<file path="config.mk">
export PLATFORM = sky130hd
export DESIGN_NAME = acc_multi_top
export DESIGN_NICKNAME = d
export VERILOG_FILES = /design/src/rtl/acc_multi_pkg.sv /design/src/rtl/acc_channel.sv /design/src/rtl/acc_multi_top.sv
export SDC_FILE = /design/constraint.sdc
export NUM_CORES = 1
export LEC_CHECK = 0
export CORE_MARGIN = 4
export CORE_UTILIZATION = 56
export CTS_CLUSTER_DIAMETER = 200
export DETAILED_ROUTE_END_ITERATION = 8
export GPL_ROUTABILITY_DRIVEN = 1
export GPL_TIMING_DRIVEN = 0
export PLACE_DENSITY_LB_ADDON = 0.3
export SKIP_LAST_GASP = 1
export SLEW_MARGIN = 20
export SYNTH_ARGS = -nofsm -noshare
export SYNTH_HDL_FRONTEND = slang
export SYNTH_SLANG_ARGS = --single-unit
</file>
<file path="constraint.sdc">
create_clock -name clk -period 4.7 [get_ports clk]
set_clock_uncertainty 0.2 [all_clocks]
set_input_delay 0.47 -clock clk [delete_from_list [all_inputs] [get_ports clk]]
set_output_delay 0.47 -clock clk [all_outputs]
set_load 0.02 [all_outputs]
</file>
<file path="src/rtl/acc_multi_pkg.sv">
// Shared definitions for the multi-channel accelerator: channel state
// encodings, default parameter values and a small population-count helper.
package acc_multi_pkg;

  typedef enum logic [2:0] {
    ST_IDLE = 3'b001,
    ST_WORK = 3'b010,
    ST_ACK  = 3'b100
  } ch_state_t;

  localparam int DEF_NUM_CH = 4;
  localparam int DEF_CNT_W  = 32;
  localparam int DEF_DONE_W = 16;

  // Number of set bits in a vector of up to 16 channel flags.
  function automatic logic [4:0] count_ones(input logic [15:0] v);
    logic [4:0] n;
    n = '0;
    for (int i = 0; i < 16; i++) begin
      n = n + {4'b0000, v[i]};
    end
    return n;
  endfunction

endpackage

</file>
<file path="src/rtl/acc_channel.sv">
// One accelerator channel: a 4-phase request/acknowledge FSM with a work
// counter that runs from 0 up to the latched length N, plus an abort path.
//
//   state | meaning
//   ------+---------------------------------------------------------
//   IDLE  | waiting for start; counter held at 0
//   WORK  | counting up to latched N; abort sends the run to ACK early
//   ACK   | finish held high until start drops; aborted flag held
module acc_channel
  import acc_multi_pkg::*;
#(
  parameter int CNT_W = DEF_CNT_W
) (
  input  logic             clk,
  input  logic             reset,
  input  logic             start,
  input  logic             abort,
  input  logic [CNT_W-1:0] ncycles,
  output logic             finish,
  output logic             aborted,
  output logic             busy,
  output logic             enter_ack
);

  ch_state_t        state;
  logic [CNT_W-1:0] cnt;
  logic [CNT_W-1:0] n_lat;

  // Flags the edge on which this channel moves from WORK into ACK, so the
  // top level can count completions on that same edge.
  assign enter_ack = !reset && (state == ST_WORK) && (abort || (cnt == n_lat));

  // Channel FSM with registered status outputs. The terminal compare happens
  // before the increment, so N = 2^CNT_W-1 finishes without wrapping.
  always_ff @(posedge clk) begin
    if (reset) begin
      state   <= ST_IDLE;
      cnt     <= '0;
      n_lat   <= '0;
      finish  <= 1'b0;
      aborted <= 1'b0;
      busy    <= 1'b0;
    end else begin
      case (state)
        ST_IDLE: begin
          cnt     <= '0;
          finish  <= 1'b0;
          aborted <= 1'b0;
          if (start) begin
            n_lat <= ncycles;
            state <= ST_WORK;
            busy  <= 1'b1;
          end else begin
            busy <= 1'b0;
          end
        end
        ST_WORK: begin
          if (abort) begin
            state   <= ST_ACK;
            finish  <= 1'b1;
            aborted <= 1'b1;
            busy    <= 1'b0;
          end else if (cnt == n_lat) begin
            state   <= ST_ACK;
            finish  <= 1'b1;
            aborted <= 1'b0;
            busy    <= 1'b0;
          end else begin
            cnt <= cnt + 1'b1;
          end
        end
        ST_ACK: begin
          busy <= 1'b0;
          if (!start) begin
            state   <= ST_IDLE;
            finish  <= 1'b0;
            aborted <= 1'b0;
          end
        end
        default: begin
          state   <= ST_IDLE;
          cnt     <= '0;
          finish  <= 1'b0;
          aborted <= 1'b0;
          busy    <= 1'b0;
        end
      endcase
    end
  end

endmodule

</file>
<file path="src/rtl/acc_multi_top.sv">
// Multi-channel accelerator: NUM_CH independent acc_channel instances and a
// shared completion counter that adds every channel entering ACK per edge.
module acc_multi_top
  import acc_multi_pkg::*;
#(
  parameter int NUM_CH = DEF_NUM_CH,
  parameter int CNT_W  = DEF_CNT_W,
  parameter int DONE_W = DEF_DONE_W
) (
  input  logic                    clk,
  input  logic                    reset,
  input  logic [NUM_CH-1:0]       i_start,
  input  logic [NUM_CH*CNT_W-1:0] i_ncycles,
  input  logic [NUM_CH-1:0]       i_abort,
  output logic [NUM_CH-1:0]       o_finish,
  output logic [NUM_CH-1:0]       o_aborted,
  output logic [NUM_CH-1:0]       o_busy,
  output logic [DONE_W-1:0]       o_done_cnt
);

  // One extra bit over the wider of the counter and the per-edge increment,
  // so the sum never drops a carry before it is truncated back to DONE_W.
  localparam int SUM_W = ((DONE_W > 5) ? DONE_W : 5) + 1;

  logic [NUM_CH-1:0] enter_ack;
  logic [15:0]       ack_vec;
  logic [4:0]        n_enter;

  genvar k;
  generate
    for (k = 0; k < NUM_CH; k++) begin : g_ch
      acc_channel #(
        .CNT_W(CNT_W)
      ) u_ch (
        .clk      (clk),
        .reset    (reset),
        .start    (i_start[k]),
        .abort    (i_abort[k]),
        .ncycles  (i_ncycles[k*CNT_W +: CNT_W]),
        .finish   (o_finish[k]),
        .aborted  (o_aborted[k]),
        .busy     (o_busy[k]),
        .enter_ack(enter_ack[k])
      );
    end
  endgenerate

  assign ack_vec = 16'(enter_ack);
  assign n_enter = count_ones(ack_vec);

  // Completion counter; simultaneous completions are all added on one edge
  // and the total wraps modulo 2^DONE_W.
  always_ff @(posedge clk) begin
    if (reset) begin
      o_done_cnt <= '0;
    end else begin
      o_done_cnt <= DONE_W'(SUM_W'(o_done_cnt) + SUM_W'(n_enter));
    end
  end

endmodule

</file>
==> flow_summary.ini <==
[synth]
synth_warnings = 0
synth-async-reset-ratio = 0
ys_seq_elements = 296
synth_edf_count = 0
synthDistinctLibCells = 65
yosysTopAreaCellShare = 0.424
synth_area_sq_um = 14000
syn_nets = 1870
synth.largest_area_cell = dfxtp_1
yosysSeqAreaShare = 0.424
yosysMostFrequentCell = nand2_1
synth.avg_cell_area_sq_um = 8.10
ys_top_cells_by_area = dfxtp_1 42%, nand2_1 9.4%, xor2_1 8.5%, a21oi_1 7.5%, xnor2_1 3.3%
synth_ff_type = dfxtp_1
synthCells = 1725
synthTopCellsByCount = 348 x nand2_1, 296 x dfxtp_1, 210 x a21oi_1

[timing]
tightest_slew_ns = 0.939
slew_headroom = 0.369
fmax_mhz = 222
fin_setup_tns_ns = 0
hold_violations = 0
setup_viol = 0
finalMaxSlewViolations = 0
fin_crit_ns = 4.50
final.period_utilization = 0.957

[layout]
fin_util = 0.708
drive_gt1_frac = 0.0757
finalNonFillerCells = 2279
area_growth_pct = 24.0
nFillCells = 1914
fin_nets = 2074
antenna_cells = 0
finalInstanceArea_sq_um = 17300

[die]
io_pins = 166
die_h_um = 166
die_area_sq_um = 27500
start_util = 0.571
row_count = 57
die_x_um = 166
core_sq_um = 24500

[routing]
drtPass1Iterations = 5
drc = 0
vias_per_cell = 5.67
initialDrtViolationCount = 1216
routed_wl_um = 38900
wl_per_cell_um = 17.1
vias = 12929
antenna_left = 0

[run]
maxCapViolCount = 0

[placement]
dp.cells = 2213
dp_hpwl_um = 28300
gp_congestion = 0.915
io_buffers = 164
placed_cell_area_sq_um = 16000

[hold_path]
hp-start = g_ch[2].u_ch.finish
hold_path_class = reg2reg
hold_path_end = g_ch[2].u_ch.finish
hold_path_depth = 2

[critical_path]
r2r-start = g_ch[2].u_ch.cnt[2]
crit_fanout = 4
crit_required_ns = 4.88
reg2reg_slack_ns = 0.20
start_kind = flip-flop
r2r.worst_path.cells = 15
path_class = reg2reg
endpoint_kind = flip-flop
r2r_end = o_done_cnt[15]
arrival_ns = 4.68

[global_route]
grt_overflow = 0
grt_pass1_wl_um = 62300
grt_pass1_vias = 12278
grt_max_degree = 15
antenna_found_initial = 0
track_usage = 0.270

[power_and_ir_drop]
p_per_area_nw_per_um2 = 344
ir_worst_vdd_mv = 0.283
total_power_mw = 5.95
leakage_nw = 6.83

[clock_tree]
ctsHoldBuffers = 0
cts-root-buf = clkbuf_16
clk_latency_ns = 0.51
clk_pin_slew_worst_paths_ns = 0.06
cts-buffers-inserted = 34
clock_sinks = 296
h-tree-depth = 2
cts_tree = built
clk_path_buf_depth = 3

[status]
status = finished clean
-- cells in the final DEF (no fill, tap or decap), drive strengths merged, types with 3 or more instances in the layout --
master         instances
a21oi                211
o311ai                 3
mux2i                 17
nand2                348
nor2b                  6
o31ai                 13
o21a                   5
nor3                  29
nor4                  46
a31o                  19
o21ai                 36
nor3b                  3
nand3                 50
a21boi                 4
a22oi                  5
nand4                 37
and3b                  5
ha                     5
nand3b                 6
xnor2                 52
or3                   25
and2                  18
o211ai                 5
clkdlybuf4s50        164
clkbuf               125
and4                  16
inv                   18
bufinv                 4
clkinv                11
or4                   19
nor2                 116
dfxtp                296
nand2b                17
or2                    4
and3                  21
a211oi                 6
xor2                 135
buf                   38
-- report_power, final --
part           leakage (nW)  internal [mW]  switching, mW
registers              2.41           2.59         0.0626
logic                  3.84          0.244          0.297
clock network         0.588           1.70           1.06
-- critical path: stages (launching register included) --
cell and delay, ns:
dfxtp_1 0.34, xor2_1 0.18, nor4_2 0.38, nand4_1 0.27
nor3_2 0.32, o21ai_2 0.10, or2_2 0.31, fa_1 0.47
fa_2 0.43, nor2b_4 0.17, o2111ai_4 0.17, nor4_4 0.39
and2_4 0.23, nand4_1 0.18, xor2_1 0.17, nor2_1 0.05
-- worst max path at each step --
stage / startpoint / to / depth (start not counted)
finish: g_ch[2].u_ch.cnt[2] / o_done_cnt[15] / 15
global route: g_ch[0].u_ch.cnt[15] / o_done_cnt[15] / 15
CTS: g_ch[0].u_ch.cnt[23] / o_done_cnt[15] / 15
detailed placement: g_ch[2].u_ch.cnt[23] / o_done_cnt[15] / 15
global placement: g_ch[2].u_ch.cnt[23] / o_done_cnt[15] / 15
floorplan: g_ch[2].u_ch.cnt[3] / o_done_cnt[15] / 16
-- area by class of cell --
cell class                 instances  area, sq um  share of cell area
clock inverter                    17          191              0.0111
clock buffer                      45          986              0.0569
tap                              324          405              0.0234
inverter                          17         63.8             0.00368
sequential                       296         5930               0.342
timing repair buffer             169         1680              0.0970
multi-input combinational       1298         7560               0.436
buffer                           113          505              0.0292
-- what timing repair did --
item | 4_1_cts | 5_1_grt
setup endpoints to repair | 8 | 6
gates resized for setup | 9 | 11
pin swaps | 2 | 8
setup buffers | 1 | 4
-- metrics by stage --
stage / hold slack, ns / worst slack (ns)
4_1_cts: 0.262 / 0.0174
6_report: 0.255 / 0.202
3_5_place_dp: 0.254 / -0.699
5_1_grt: 0.280 / -0.0352
3_3_place_gp: 0.245 / -0.589
2_1_floorplan: 0.237 / 0.536
-- logic make-up (layout without fill, tap and decap cells) --
family	count (synthesis)	after routing	synth area share
compound gates	317	317	0.132
mux	18	18	0.0130
simple gates	769	769	0.265
buf+inv	131	361	0.0410
fa+ha+maj	7	7	0.00735
xor+xnor	187	187	0.117
flops	296	296	0.424
-- per-layer routing --
metal,part of all wire,vias to the layer above,global-route usage
met5,0,-,0
met4,0.028,0,0.0825
met3,0.075,88,0.0448
met2,0.46,504,0.444
met1,0.43,6011,0.366
li1,-,6326,-
-- sequential cells by signal (all words and copies together) (netlist names) --
signal             cells
o_done_cnt            16
g_ch.u_ch.state       12
g_ch.u_ch.aborted      4
g_ch.u_ch.finish       4
g_ch.u_ch.busy         4
g_ch.u_ch.cnt        128
g_ch.u_ch.n_lat      128
No activity file was read; power rests on OpenSTA's default activity.
